$ cat config.mk
export PLATFORM = sky130hd
export DESIGN_NAME = mem_port_arbiter
export DESIGN_NICKNAME = d
export VERILOG_FILES = /design/src/rtl/mem_port_arbiter_pkg.sv /design/src/rtl/mem_port_arbiter_arb_pick.sv /design/src/rtl/mem_port_arbiter.sv
export SDC_FILE = /design/constraint.sdc
export NUM_CORES = 1
export LEC_CHECK = 0
export BUFFER_PORTS_ARGS = -buffer_cell sky130_fd_sc_hd__buf_2
export CAP_MARGIN = 20
export CORE_UTILIZATION = 42
export CTS_BUF_LIST = sky130_fd_sc_hd__clkbuf_4 sky130_fd_sc_hd__clkbuf_8 sky130_fd_sc_hd__clkbuf_16
export CTS_CLUSTER_SIZE = 12
export DETAILED_ROUTE_END_ITERATION = 8
export PLACE_DENSITY = 0.79
export SYNTH_ARGS = -nofsm -noshare
export SYNTH_HDL_FRONTEND = slang
export SYNTH_HIERARCHICAL = 1
export SYNTH_SLANG_ARGS = --single-unit
$ cat constraint.sdc
create_clock -name clk -period 4.2 [get_ports clk]
set_clock_uncertainty 0.1 [all_clocks]
set_input_delay 0.63 -clock clk [delete_from_list [all_inputs] [get_ports clk]]
set_output_delay 0.63 -clock clk [all_outputs]
set_load 0.02 [all_outputs]
$ cat src/rtl/mem_port_arbiter_pkg.sv
// Shared definitions for the memory port arbiter: memory geometry, the
// controller-stage client indices and the arbiter state encoding.
package mem_port_arbiter_pkg;

    localparam int WORD_WIDTH = 16;
    localparam int MEM_WIDTH  = 8;
    localparam int MEM_DEPTH  = 1024;

    // Controller stages in descending fixed priority (0 = highest).
    localparam int LEARN_COST       = 0;
    localparam int STAGE_1          = 1;
    localparam int STAGE_2          = 2;
    localparam int STAGE_3          = 3;
    localparam int STAGE_4          = 4;
    localparam int STAGE_5          = 5;
    localparam int STAGE_6          = 6;
    localparam int SELECT_MY_ACTION = 7;

    typedef enum logic {
        IDLE = 1'b0,
        OWN  = 1'b1
    } arb_state_e;

endpackage

$ cat src/rtl/mem_port_arbiter_arb_pick.sv
// Rotated find-first-set: scans req_i starting at start_i, wrapping at N-1,
// and returns the first set position as a one-hot vector and an index.
module arb_pick
    import mem_port_arbiter_pkg::*;
#(
    parameter  int N     = 8,
    localparam int IDX_W = $clog2(N)
) (
    input  logic [N-1:0]     req_i,
    input  logic [IDX_W-1:0] start_i,
    output logic [N-1:0]     onehot_o,
    output logic [IDX_W-1:0] idx_o,
    output logic             found_o
);

    logic [2*N-1:0] req_dbl;
    logic [N-1:0]   req_rot;

    // Duplicating the vector turns the wrap-around into a plain shift.
    assign req_dbl = {req_i, req_i};
    assign req_rot = N'(req_dbl >> start_i);

    // First set bit of the rotated vector, mapped back to a client index
    always_comb begin
        // NOTE: every output gets a default before the loop so no path leaves it unassigned (no latch).
        onehot_o = '0;
        idx_o    = '0;
        found_o  = 1'b0;
        for (int k = 0; k < N; k++) begin
            if (!found_o && req_rot[k]) begin
                found_o = 1'b1;
                idx_o   = IDX_W'((int'(start_i) + k) % N);
            end
        end
        if (found_o) begin
            onehot_o[idx_o] = 1'b1;
        end
    end

endmodule

$ cat src/rtl/mem_port_arbiter.sv
// Request/grant arbiter sharing one single-port memory among NUM_CLIENTS
// controller stages. Grants are registered and locked while the owner holds
// req; handoff to the next requester happens on the same edge the owner
// releases. Optional hold limit (MAX_HOLD > 0) evicts an owner that has kept
// the port for MAX_HOLD contended cycles; it must drop req before competing
// again. Define MEM_ARB_RR_EN for round-robin arbitration; otherwise fixed
// priority with client 0 highest.
module mem_port_arbiter
    import mem_port_arbiter_pkg::*;
#(
    parameter  int NUM_CLIENTS = 8,
    parameter  int ADDR_WIDTH  = WORD_WIDTH,
    parameter  int DATA_WIDTH  = MEM_WIDTH,
    parameter  int MAX_HOLD    = 0,
    localparam int IDX_W       = $clog2(NUM_CLIENTS)
) (
    input  logic                              clk,
    input  logic                              rst,
    input  logic [NUM_CLIENTS-1:0]            req,
    input  logic [NUM_CLIENTS*ADDR_WIDTH-1:0] addr_in,
    input  logic [NUM_CLIENTS-1:0]            we_in,
    input  logic [NUM_CLIENTS*DATA_WIDTH-1:0] wdata_in,
    output logic [NUM_CLIENTS-1:0]            gnt,
    output logic [IDX_W-1:0]                  gnt_id,
    output logic                              mem_en,
    output logic                              mem_we,
    output logic [ADDR_WIDTH-1:0]             mem_addr,
    output logic [DATA_WIDTH-1:0]             mem_wdata,
    output logic [NUM_CLIENTS-1:0]            rvalid
);

    arb_state_e                 state_q, state_d;
    logic [NUM_CLIENTS-1:0]     gnt_q, gnt_d;
    logic [IDX_W-1:0]           gnt_id_q, gnt_id_d;
    logic [NUM_CLIENTS-1:0]     rvalid_q, rvalid_d;

    logic [NUM_CLIENTS-1:0]     blocked;
    logic [NUM_CLIENTS-1:0]     pick_req;
    logic [NUM_CLIENTS-1:0]     pick_onehot;
    logic [IDX_W-1:0]           pick_idx;
    logic [IDX_W-1:0]           pick_start;
    logic                       pick_found;
    logic                       contended;
    logic                       hold_hit;

    logic                       owner_req;
    logic                       owner_we;
    logic [ADDR_WIDTH-1:0]      owner_addr;
    logic [DATA_WIDTH-1:0]      owner_wdata;

    // Select the owner's lanes with the one-hot grant (all zero when idle)
    always_comb begin
        owner_req   = 1'b0;
        owner_we    = 1'b0;
        owner_addr  = '0;
        owner_wdata = '0;
        for (int i = 0; i < NUM_CLIENTS; i++) begin
            if (gnt_q[i]) begin
                owner_req   = req[i];
                owner_we    = we_in[i];
                owner_addr  = addr_in[i*ADDR_WIDTH +: ADDR_WIDTH];
                owner_wdata = wdata_in[i*DATA_WIDTH +: DATA_WIDTH];
            end
        end
    end

    assign mem_en    = owner_req;
    assign mem_we    = owner_req & owner_we;
    assign mem_addr  = owner_req ? owner_addr  : '0;
    assign mem_wdata = owner_req ? owner_wdata : '0;

    // Candidates: eligible requesters other than the current owner.
    assign pick_req  = req & ~blocked & ~gnt_q;
    assign contended = (state_q == OWN) && (|pick_req);

    arb_pick #(
        .N (NUM_CLIENTS)
    ) u_pick (
        .req_i    (pick_req),
        .start_i  (pick_start),
        .onehot_o (pick_onehot),
        .idx_o    (pick_idx),
        .found_o  (pick_found)
    );

`ifdef MEM_ARB_RR_EN
    logic [IDX_W-1:0] ptr_q, ptr_d;

    // Move the search start just past each newly granted client
    always_comb begin
        ptr_d = ptr_q;
        if ((|gnt_d) && (gnt_d != gnt_q)) begin
            ptr_d = (gnt_id_d == IDX_W'(NUM_CLIENTS - 1)) ? '0 : gnt_id_d + 1'b1;
        end
    end

    // Round-robin pointer register
    always_ff @(posedge clk) begin
        if (rst) begin
            ptr_q <= '0;
        end else begin
            ptr_q <= ptr_d;
        end
    end

    assign pick_start = ptr_q;
`else
    assign pick_start = '0;
`endif

    generate
        if (MAX_HOLD > 0) begin : g_hold
            localparam int HOLD_W = $clog2(MAX_HOLD + 1);

            logic [HOLD_W-1:0]      hold_cnt_q, hold_cnt_d, hold_inc;
            logic [NUM_CLIENTS-1:0] blocked_q, blocked_d;

            // Saturating increment; the limit is hit on the edge that completes it.
            assign hold_inc = (hold_cnt_q == HOLD_W'(MAX_HOLD)) ? hold_cnt_q : hold_cnt_q + 1'b1;
            assign hold_hit = contended && (hold_inc == HOLD_W'(MAX_HOLD));
            assign blocked  = blocked_q;

            // Count contended cycles of one owner; evicted owners stay out until req drops
            always_comb begin
                hold_cnt_d = '0;
                if (contended && (gnt_d == gnt_q)) begin
                    hold_cnt_d = hold_inc;
                end
                blocked_d = (blocked_q | (hold_hit ? gnt_q : '0)) & req;
            end

            // Hold counter and eviction mask registers
            always_ff @(posedge clk) begin
                if (rst) begin
                    hold_cnt_q <= '0;
                    blocked_q  <= '0;
                end else begin
                    hold_cnt_q <= hold_cnt_d;
                    blocked_q  <= blocked_d;
                end
            end
        end else begin : g_no_hold
            assign hold_hit = 1'b0;
            assign blocked  = '0;
        end
    endgenerate

    // Grant FSM next state: acquire from idle, keep, hand off or release
    always_comb begin
        state_d  = state_q;
        gnt_d    = gnt_q;
        gnt_id_d = gnt_id_q;
        case (state_q)
            IDLE: begin
                if (pick_found) begin
                    state_d  = OWN;
                    gnt_d    = pick_onehot;
                    gnt_id_d = pick_idx;
                end
            end
            OWN: begin
                if (!owner_req || hold_hit) begin
                    if (pick_found) begin
                        gnt_d    = pick_onehot;
                        gnt_id_d = pick_idx;
                    end else begin
                        state_d  = IDLE;
                        gnt_d    = '0;
                        gnt_id_d = '0;
                    end
                end
            end
            default: begin
                state_d  = IDLE;
                gnt_d    = '0;
                gnt_id_d = '0;
            end
        endcase
    end

    // A read this cycle returns data next cycle to whoever owned it now.
    assign rvalid_d = (owner_req && !owner_we) ? gnt_q : '0;

    // Grant, owner index and read-valid registers
    always_ff @(posedge clk) begin
        // NOTE: state registers use non-blocking assignments so every flop samples pre-edge values.
        if (rst) begin
            state_q  <= IDLE;
            gnt_q    <= '0;
            gnt_id_q <= '0;
            rvalid_q <= '0;
        end else begin
            state_q  <= state_d;
            gnt_q    <= gnt_d;
            gnt_id_q <= gnt_id_d;
            rvalid_q <= rvalid_d;
        end
    end

    assign gnt    = gnt_q;
    assign gnt_id = gnt_id_q;
    assign rvalid = rvalid_q;

endmodule

## Yosys cells after proc, flatten, opt, wreduce, memory -nomap -nowiden

Cells that the tools add are included.

| operators by class | value |
|---|---|
| $lt $le $gt $ge | 2 |
| bitwise operators | 5 |
| reductions and logical operators | 19 |
| equality and inequality tests | 2 |
| mux-type cells | 62 |

Operator list:

| operator | count |
|---|---|
| $mux 16 | 9 |
| $mux 8 | 12 |
| $mux 1 | 28 |
| $mux 3 | 7 |
| $pmux 8 s2 | 1 |
| $logic_and 1x1->1 | 9 |
| $and 8x8->8 | 1 |
| $logic_not 1->1 | 8 |
| $not 8->8 | 1 |
| $pmux 3 s2 | 1 |
| $lt 3x4->1 const B | 1 |
| $mux 2 | 2 |
| $ne 2x2->1 const B | 2 |
| $demux 1 s3 | 1 |
| $ge 3x1->1 const B | 1 |
| $not 1->1 | 2 |
| $pmux 1 s2 | 1 |
| $reduce_and 2->1 | 1 |
| $reduce_or 2->1 | 1 |
| $and 1x1->1 | 1 |

| storage, ports and cells | value |
|---|---|
| bits in registers | 20 |
| input bits | 210 |
| output and inout bits | 45 |
| logic and storage cells | 94 |

## Depth between registers and ports, before layout

Gate-level depths: netlist of run 1.

| depth | value |
|---|---|
| word-level depth | 31 |
| mapped depth | 14 |
| mapped depth without buffers | 11 |

## Hierarchy

The synthesis of run 1 kept the hierarchy.

By module, submodules not included:

| module | instances | cells an instance | area an instance (µm²) | seq. area each (µm²) |
|---|---|---|---|---|
| mem_port_arbiter | 1 | 355 | 2,615.0 | 400.4 |
| arb_pick | 1 | 147 | 1,396.3 | 0.0 |

## Least setup slack after synthesis of run 1

OpenSTA, ideal clock, no wires.

| timing | value |
|---|---|
| path kind | reg-to-reg |
| start | register gnt_q[5] (netlist: gnt[5]) |
| end | register gnt_q[6] (netlist: gnt[6]) |
| path slack | 1.029 ns |
| required time | 3.983 ns |
| arrival | 2.955 ns |
| library setup time | 0.117 ns |
| period minus slack after synthesis | 3.171 ns |
| stages on the path, launching flop included | 13 |
| buffers on the path | 3 |
| cell sequence | dfxtp_1 > buf_6 > dlygate4sd1_1 > nor2b_1 > buf_2 > mux4_1 > mux2i_4 > nor3_1 > a221o_1 > o32ai_2 > a21oi_4 > and4_1 > a22o_1 |

| between the ends | value |
|---|---|
| cells in the longest elaborated chain, start to end | 17 |
| elaborated cells between the ends (all ways) | 28 |
| classes of those cells | order compare (2); eq/ne (2); mux (15); bitwise (2); reduce/logical (7) |

RTL lines:

| what | line | RTL |
|---|---|---|
| start, declared | mem_port_arbiter.sv:33 | `logic [NUM_CLIENTS-1:0] gnt_q, gnt_d;` |
| start signal, assigned | mem_port_arbiter.sv:194 | `gnt_q <= gnt_d;` |
| $not 8->8 (*) | mem_port_arbiter.sv:73 | `assign pick_req = req & ~blocked & ~gnt_q;` |
| $and 8x8->8 (*) | mem_port_arbiter.sv:73 |  |
| net pick_req[5] | mem_port_arbiter.sv:38 | `logic [NUM_CLIENTS-1:0] pick_req;` |
| $logic_and 1x1->1 (*) | mem_port_arbiter_arb_pick.sv:30 | `if (!found_o && req_rot[k]) begin` |
| $mux 1 | mem_port_arbiter_arb_pick.sv:30 |  |
| $logic_not 1->1 | mem_port_arbiter_arb_pick.sv:30 |  |
| $logic_and 1x1->1 | mem_port_arbiter_arb_pick.sv:30 |  |
| $mux 1 | mem_port_arbiter_arb_pick.sv:30 |  |
| [3 not listed] | - |  |
| net pick_idx[2] | mem_port_arbiter.sv:40 | `logic [IDX_W-1:0] pick_idx;` |
| $lt 3x4->1 (implied by the code) or $ge 3x1->1 (tied branches) | mem_port_arbiter_arb_pick.sv:36 | `onehot_o[idx_o] = 1'b1;` |
| $logic_and 1x1->1 (implied by the code) | mem_port_arbiter_arb_pick.sv:36 |  |
| $mux 1 (implied by the code) | mem_port_arbiter_arb_pick.sv:36 |  |
| $demux 1 s3 (*) | - |  |
| net pick_onehot[6] | mem_port_arbiter.sv:39 | `logic [NUM_CLIENTS-1:0] pick_onehot;` |
| $mux 8 | mem_port_arbiter.sv:163 | `if (pick_found) begin` |
| $mux 8 | mem_port_arbiter.sv:162 | `if (!owner_req \|\| hold_hit) begin` |
| $pmux 8 s2 (*) | mem_port_arbiter.sv:153 | `case (state_q)` |

The timed path passes the listed nets; every way through them passes the cells marked *. The select of a mux whose other input is x is not followed.
A chain may end at the register's enable or synchronous reset.

## Worst setup path in the final report of run 1

| timing | value |
|---|---|
| start | register gnt_q[1] (netlist: gnt[1]) |
| end | output port mem_wdata[0] |

| between the ends | value |
|---|---|
| cells in the longest elaborated chain, start to end | 8 |
| elaborated cells between the ends (all ways) | 15 |
| classes of those cells | mux (15) |

RTL lines:

| what | line | RTL |
|---|---|---|
| $mux 8 or $mux 1 (tied branches) (7 in a row) | mem_port_arbiter.sv:58 | `if (gnt_q[i]) begin` |
| $mux 8 (*) | mem_port_arbiter.sv:70 | `assign mem_wdata = owner_req ? owner_wdata : '0;` |
| end, declared | mem_port_arbiter.sv:28 | `output logic [DATA_WIDTH-1:0] mem_wdata,` |

Every way passes the cells marked *; elsewhere a longest branch is shown, timed or not.

==> results_dict.tcl, run 1 <==
set metrics [dict create \
    status "finished clean" \
    clockBufferDepth 2 \
    core.rowCount 35 \
    place_hpwl_um 13400 \
    endpoint_kind "primary output" \
    multiInputGateArea_sq_um 3030 \
    grt_pass1_wl_um 25300 \
    cts_tree "done" \
    cts_sinks 20 \
    io_buffers 254 \
    wl_um 17500 \
    ys_async_sr_fraction_pct 0 \
    fin_crit_sh_pct 89.1 \
    ir_drop_mv 0.208 \
    synth_edf_count 0 \
    grt_use_total_pct 32.6 \
    ant_nets 0 \
    drv_slew 0 \
    setup_viol 0 \
    coreArea_sq_um 9240 \
    register_area_sq_um 405 \
    clockRootBuffer "clkbuf_8" \
    power.density_nw_per_um2 384 \
    cp_top_family "compound AO/OA/AOI/OAI gates" \
    dr.pass1.iters 5 \
    ys_warn_count 6 \
    synth_cells 502 \
    hold_violations 0 \
    design_area_sq_um 5170 \
    yosysTopAreaCell "a221oi_1" \
    final_cell_mix "254 x buf_2, 56 x a21oi_1, 50 x a221oi_1, 37 x nor2b_1, 32 x inv_1" \
    cp_data_required_time_ps 3470 \
    die_area_sq_um 9950 \
    cp_num_buf_inv 1 \
    htree_levels 1 \
    layout_commonest_cell "buf_2" \
    hold_buffers 0 \
    hold_depth 1 \
    final_layout_size_suffix_gt1_share_pct 44.9 \
    fillers 903 \
    drc 0 \
    die_h_um 99.7 \
    fin_crit_ps 3740 \
    drv_cap 0 \
    drt-initial-drc-count 493 \
    hold_class "reg -> reg" \
    dpl-instance-area_sq_um 5090 \
    arrival_ps 3010 \
    critPathMaxStageDelay_ps 830 \
    initial_core_util_pct 43.4 \
    synth_top_area_share_pct 10.9 \
    antenna_found_initial 2 \
    critPathLaunchType "flop" \
    synthTopCellsByArea "a221oi_1 11%, dfxtp_1 10%, a21oi_1 7.0%" \
    synth.avg_cell_area_sq_um 7.99 \
    crit_slowest_cell "o21ai_4" \
    avgRoutedWirePerCell_um 20.7 \
    grt_max_degree 56 \
    slew_headroom_pct 28.4 \
    path_depth 6 \
    post_cts_buffers 0 \
    grt_pass1_vias 4779 \
    ctsResizeCount 0 \
    rsz0062_at_grt "false" \
    worstMarginPinSlew_ps 1070 \
    path_clk_slew_ps 80 \
    path_max_fanout 33 \
    crit_type "reg -> out" \
    final_nets 928 \
    netlist_area_sq_um 4010 \
    place_congestion 1.05 \
    grt_overflow 0 \
    finalSetupTns_ps 0 \
    pin_count 255 \
    clkLatencyLatePin_ps 260 \
    fmax_ghz 0.267 \
    ys_dominant_reg_cell "dfxtp_1" \
    vias_per_cell 6.25 \
    die_x_um 99.7 \
    p_leak_nw 2.41 \
    ys_ff_latch 20 \
    rr_worst_depth 8 \
    cp_cell_sequence "nor2b_2, a21oi_2, o21ai_1, o21ai_4, nor3_1, buf_2" \
    via_count 5286 \
    synthToLayoutAreaGrowth_pct 28.9 \
    ys_types 76 \
    cts_made_buffers 3 \
    ys_seq_area_share_pct 9.98 \
]
## layout make-up
type                    count  share of cell area (%)
clock buffers               3                   0.799
flip-flops and latches     20                    7.84
diodes                      2                  0.0968
repair buffers            266                    26.3
well taps                 129                    3.12
inverters                  37                    2.69
multi-input cells         388                    58.5
clock inverters             1                   0.581
## worst register-to-register path, stage by stage (launching register included)
cell and delay [ps]:
dfxtp_1 790, nor2b_1 370, mux4_1 640, mux2i_1 330
nand3_1 170, a32o_2 290, a22oi_4 250, nor3b_2 220
a22o_1 160
## where the power goes
part / total (W) / internal (W) / switching (W) / leakage (nW)
logic: 0.00153 / 0.000601 / 0.000927 / 2.21
registers: 0.000263 / 0.000216 / 0.0000474 / 0.165
clock network: 0.000195 / 0.000127 / 0.0000677 / 0.0357
## routing by layer
| metal | vias up | track usage [%] | share of wire, % |
|---|---|---|---|
| li1 | 2391 | - | - |
| met1 | 2504 | 40.4 | 38 |
| met2 | 341 | 56.2 | 49 |
| met3 | 50 | 6.04 | 9.2 |
| met4 | 0 | 11.7 | 3.6 |
| met5 | - | 0 | 0 |
## path summary, 6_finish.rpt
kind                          start                     end  slack (ps)
max             gnt[1]$_SDFFE_PP0P_            mem_wdata[0]         460
min reg2reg  gnt_id[1]$_SDFFE_PP0P_  gnt_id[1]$_SDFFE_PP0P_         390
max reg2reg     gnt[1]$_SDFFE_PP0P_     gnt[3]$_SDFFE_PP0P_         820
min          gnt_id[1]$_SDFFE_PP0P_  gnt_id[1]$_SDFFE_PP0P_         390
## flip-flops by register name, indices dropped and copies added, names as in the netlist
| name | cells |
|---|---|
| gnt | 8 |
| rvalid | 8 |
| gnt_id | 3 |
| state_q | 1 |
## cells in the mapped netlist, drive strengths merged (9+ instances only)
cell type   n
clkbuf     28
a21oi      59
dfxtp      20
nor2       10
a22o       12
nand2       9
a221oi     50
inv        36
mux4       12
o31ai      24
nor2b      39
buf        28
nor3       28
mux2i      14
mux2        9
o22ai      25
## metrics by stage
stage / setup slack [ps] / power [W] / hold slack, ps / std cells / utilization [%]
after floorplan: 1030 / 0.00136 / 495 / 507 / -
after global placement: 816 / 0.00172 / 362 / 840 / 55.1
after detailed placement: 655 / 0.00175 / 355 / 840 / 55.1
after CTS: 538 / 0.00195 / 389 / 844 / 55.9
after global routing: 347 / 0.00209 / 423 / 846 / 55.9
final: 457 / 0.00199 / 387 / 846 / 55.9
## logic make-up after synthesis
group | after synthesis | synth area share, %
compound gates | 212 | 39.0
simple gates | 130 | 20.6
xor+xnor | 3 | 0.655
other cells | 1 | 0.0935
flops | 20 | 9.98
fa+ha+maj | 2 | 0.624
buf+inv | 99 | 15.4
mux | 35 | 13.6
(Power assumes the default switching activity.)
==> inputs of run 2 (changes only) <==
--- a/config.mk
+++ b/config.mk
@@ -8,10 +8,12 @@
 export BUFFER_PORTS_ARGS = -buffer_cell sky130_fd_sc_hd__buf_2
 export CAP_MARGIN = 20
 export CORE_UTILIZATION = 42
-export CTS_BUF_LIST = sky130_fd_sc_hd__clkbuf_4 sky130_fd_sc_hd__clkbuf_8 sky130_fd_sc_hd__clkbuf_16
+export CTS_BUF_LIST = sky130_fd_sc_hd__clkbuf_8
 export CTS_CLUSTER_SIZE = 12
 export DETAILED_ROUTE_END_ITERATION = 8
 export PLACE_DENSITY = 0.79
+export REMOVE_ABC_BUFFERS = 1
+export SLEW_MARGIN = 20
 export SYNTH_ARGS = -nofsm -noshare
 export SYNTH_HDL_FRONTEND = slang
 export SYNTH_HIERARCHICAL = 1
==> results_dict.tcl, run 2 (synthesis gave the netlist of run 1 again) <==
set metrics [dict create \
    status "finished clean" \
    cts_tree "done" \
    cp_num_buf_inv 2 \
    path_max_fanout 56 \
    final_nets 930 \
    r2r_start "gnt[2]$_SDFFE_PP0P_" \
    path_depth 7 \
    grt_pass1_wl_um 24800 \
    finalNonFillerCells 850 \
    avgRoutedWirePerCell_um 19.5 \
    fin_crit_sh_pct 81.8 \
    die_area_sq_um 9950 \
    ant_nets 0 \
    drc 0 \
    dp_cells 842 \
    vias_per_cell 6.11 \
    worst_slack_ps 763 \
    place_hpwl_um 12400 \
    crit_slowest_cell "dfxtp_2" \
    fmax_ghz 0.291 \
    clkLatencyLatePin_ps 260 \
    via_count 5192 \
    initial_core_util_pct 43.4 \
    hold-worst-slack_ps 392 \
    worstMarginPinSlew_ps 1040 \
    die_h_um 99.7 \
    fillers 891 \
    path_clk_slew_ps 80 \
    grt_use_total_pct 31.4 \
    endpoint_kind "primary output" \
    ctsResizeCount 0 \
    postLayoutCoreUtil_pct 56.2 \
    synthToLayoutAreaGrowth_pct 29.4 \
    grt_pass1_vias 4829 \
    post_cts_buffers 0 \
    dr.pass1.iters 6 \
    pin_count 255 \
    fin_crit_ps 3440 \
    grt_max_degree 57 \
    final_layout_size_suffix_gt1_share_pct 45.0 \
    io_buffers 254 \
    cp_top_family "flip-flops" \
    critPathLaunchType "flop" \
    cp_cell_sequence "nor3b_1, a211o_1, o21ai_1, o21ai_4, buf_4, nor3_1, buf_2" \
    crit_type "reg -> out" \
    hold_buffers 0 \
    arrival_ps 2710 \
    cp_data_required_time_ps 3470 \
    drv_slew 0 \
    grt_overflow 0 \
    p_leak_nw 2.42 \
    r2r_slack_ps 910 \
    layout_commonest_cell "buf_2" \
    ir_drop_mv 0.345 \
    cts_sinks 20 \
    post-place-ws_ps 913 \
    hold_violations 0 \
    reg2reg_to "gnt[3]$_SDFFE_PP0P_" \
    core.rowCount 35 \
    power.density_nw_per_um2 383 \
    cp-endpoint "mem_wdata[5]" \
    final_cell_mix "254 x buf_2, 56 x a21oi_1, 50 x a221oi_1, 37 x nor2b_1, 32 x inv_1" \
    cts_made_buffers 3 \
    cp-startpoint "gnt[2]$_SDFFE_PP0P_" \
    wl_um 16500 \
    rsz0062_at_grt "false" \
    htree_levels 1 \
    drt-initial-drc-count 403 \
    coreArea_sq_um 9240 \
    antenna_found_initial 3 \
    finalSetupTns_ps 0 \
    rr_worst_depth 11 \
    critPathMaxStageDelay_ps 940 \
    slew_headroom_pct 30.5 \
    clockBufferDepth 2 \
    setup_viol 0 \
    die_x_um 99.7 \
    drv_cap 0 \
    clockRootBuffer "clkbuf_8" \
    hold_class "reg -> reg" \
    place_congestion 0.916 \
]
-- run 2: changes by cell type in the layout (fill, tap and decap cells not counted) --
cell     before  now
diode_2       2    4
buf_4        12   14
-- run 2: through the flow --
stage,instance area (sq um),power [W]
2_1_floorplan,3550,0.00125
3_3_place_gp,5110,0.00175
3_5_place_dp,5110,0.00177
4_1_cts,5180,0.00197
5_1_grt,5180,0.00214
6_report,5190,0.00199
-- run 2: area by class of cell --
| type | instances | area (sq um) | share of cell area (%) |
|---|---|---|---|
| antenna | 4 | 10.0 | 0.193 |
| sequential | 20 | 405 | 7.81 |
| tap | 129 | 161 | 3.11 |
| timing repair buffer | 268 | 1380 | 26.5 |
| inverter | 37 | 139 | 2.68 |
| clock buffer | 3 | 41.3 | 0.796 |
| multi-input combinational | 388 | 3030 | 58.3 |
| clock inverter | 1 | 30.0 | 0.579 |
-- run 2: per-layer routing --
metal / global-route usage, % / vias to the layer above / wire length [um]
li1: - / 2403 / -
met4: 12.9 / 0 / 569
met2: 54.9 / 331 / 8100
met1: 37.6 / 2416 / 6390
met5: 0 / - / 0
met3: 5.90 / 42 / 1480
-- run 2: how the worst min path moves through the flow --
stage                            from                endpoint  slack [ps]  depth (start not counted)
3_5_place_dp   gnt_id[1]$_SDFFE_PP0P_  gnt_id[1]$_SDFFE_PP0P_         380                          1
2_1_floorplan  gnt_id[0]$_SDFFE_PP0P_  gnt_id[0]$_SDFFE_PP0P_         500                          1
6_report       gnt_id[1]$_SDFFE_PP0P_  gnt_id[1]$_SDFFE_PP0P_         390                          1
4_1_cts        gnt_id[1]$_SDFFE_PP0P_  gnt_id[1]$_SDFFE_PP0P_         390                          1
5_1_grt        gnt_id[0]$_SDFFE_PP0P_  gnt_id[0]$_SDFFE_PP0P_         440                          1
3_3_place_gp   gnt_id[1]$_SDFFE_PP0P_  gnt_id[1]$_SDFFE_PP0P_         360                          1
-- run 2: where the power goes --
part / total [W] / internal (W) / switching, W / leakage, nW
combinational: 0.00152 / 0.000616 / 0.000905 / 2.22
sequential: 0.000277 / 0.000216 / 0.0000607 / 0.165
clock: 0.000191 / 0.000127 / 0.0000639 / 0.0357
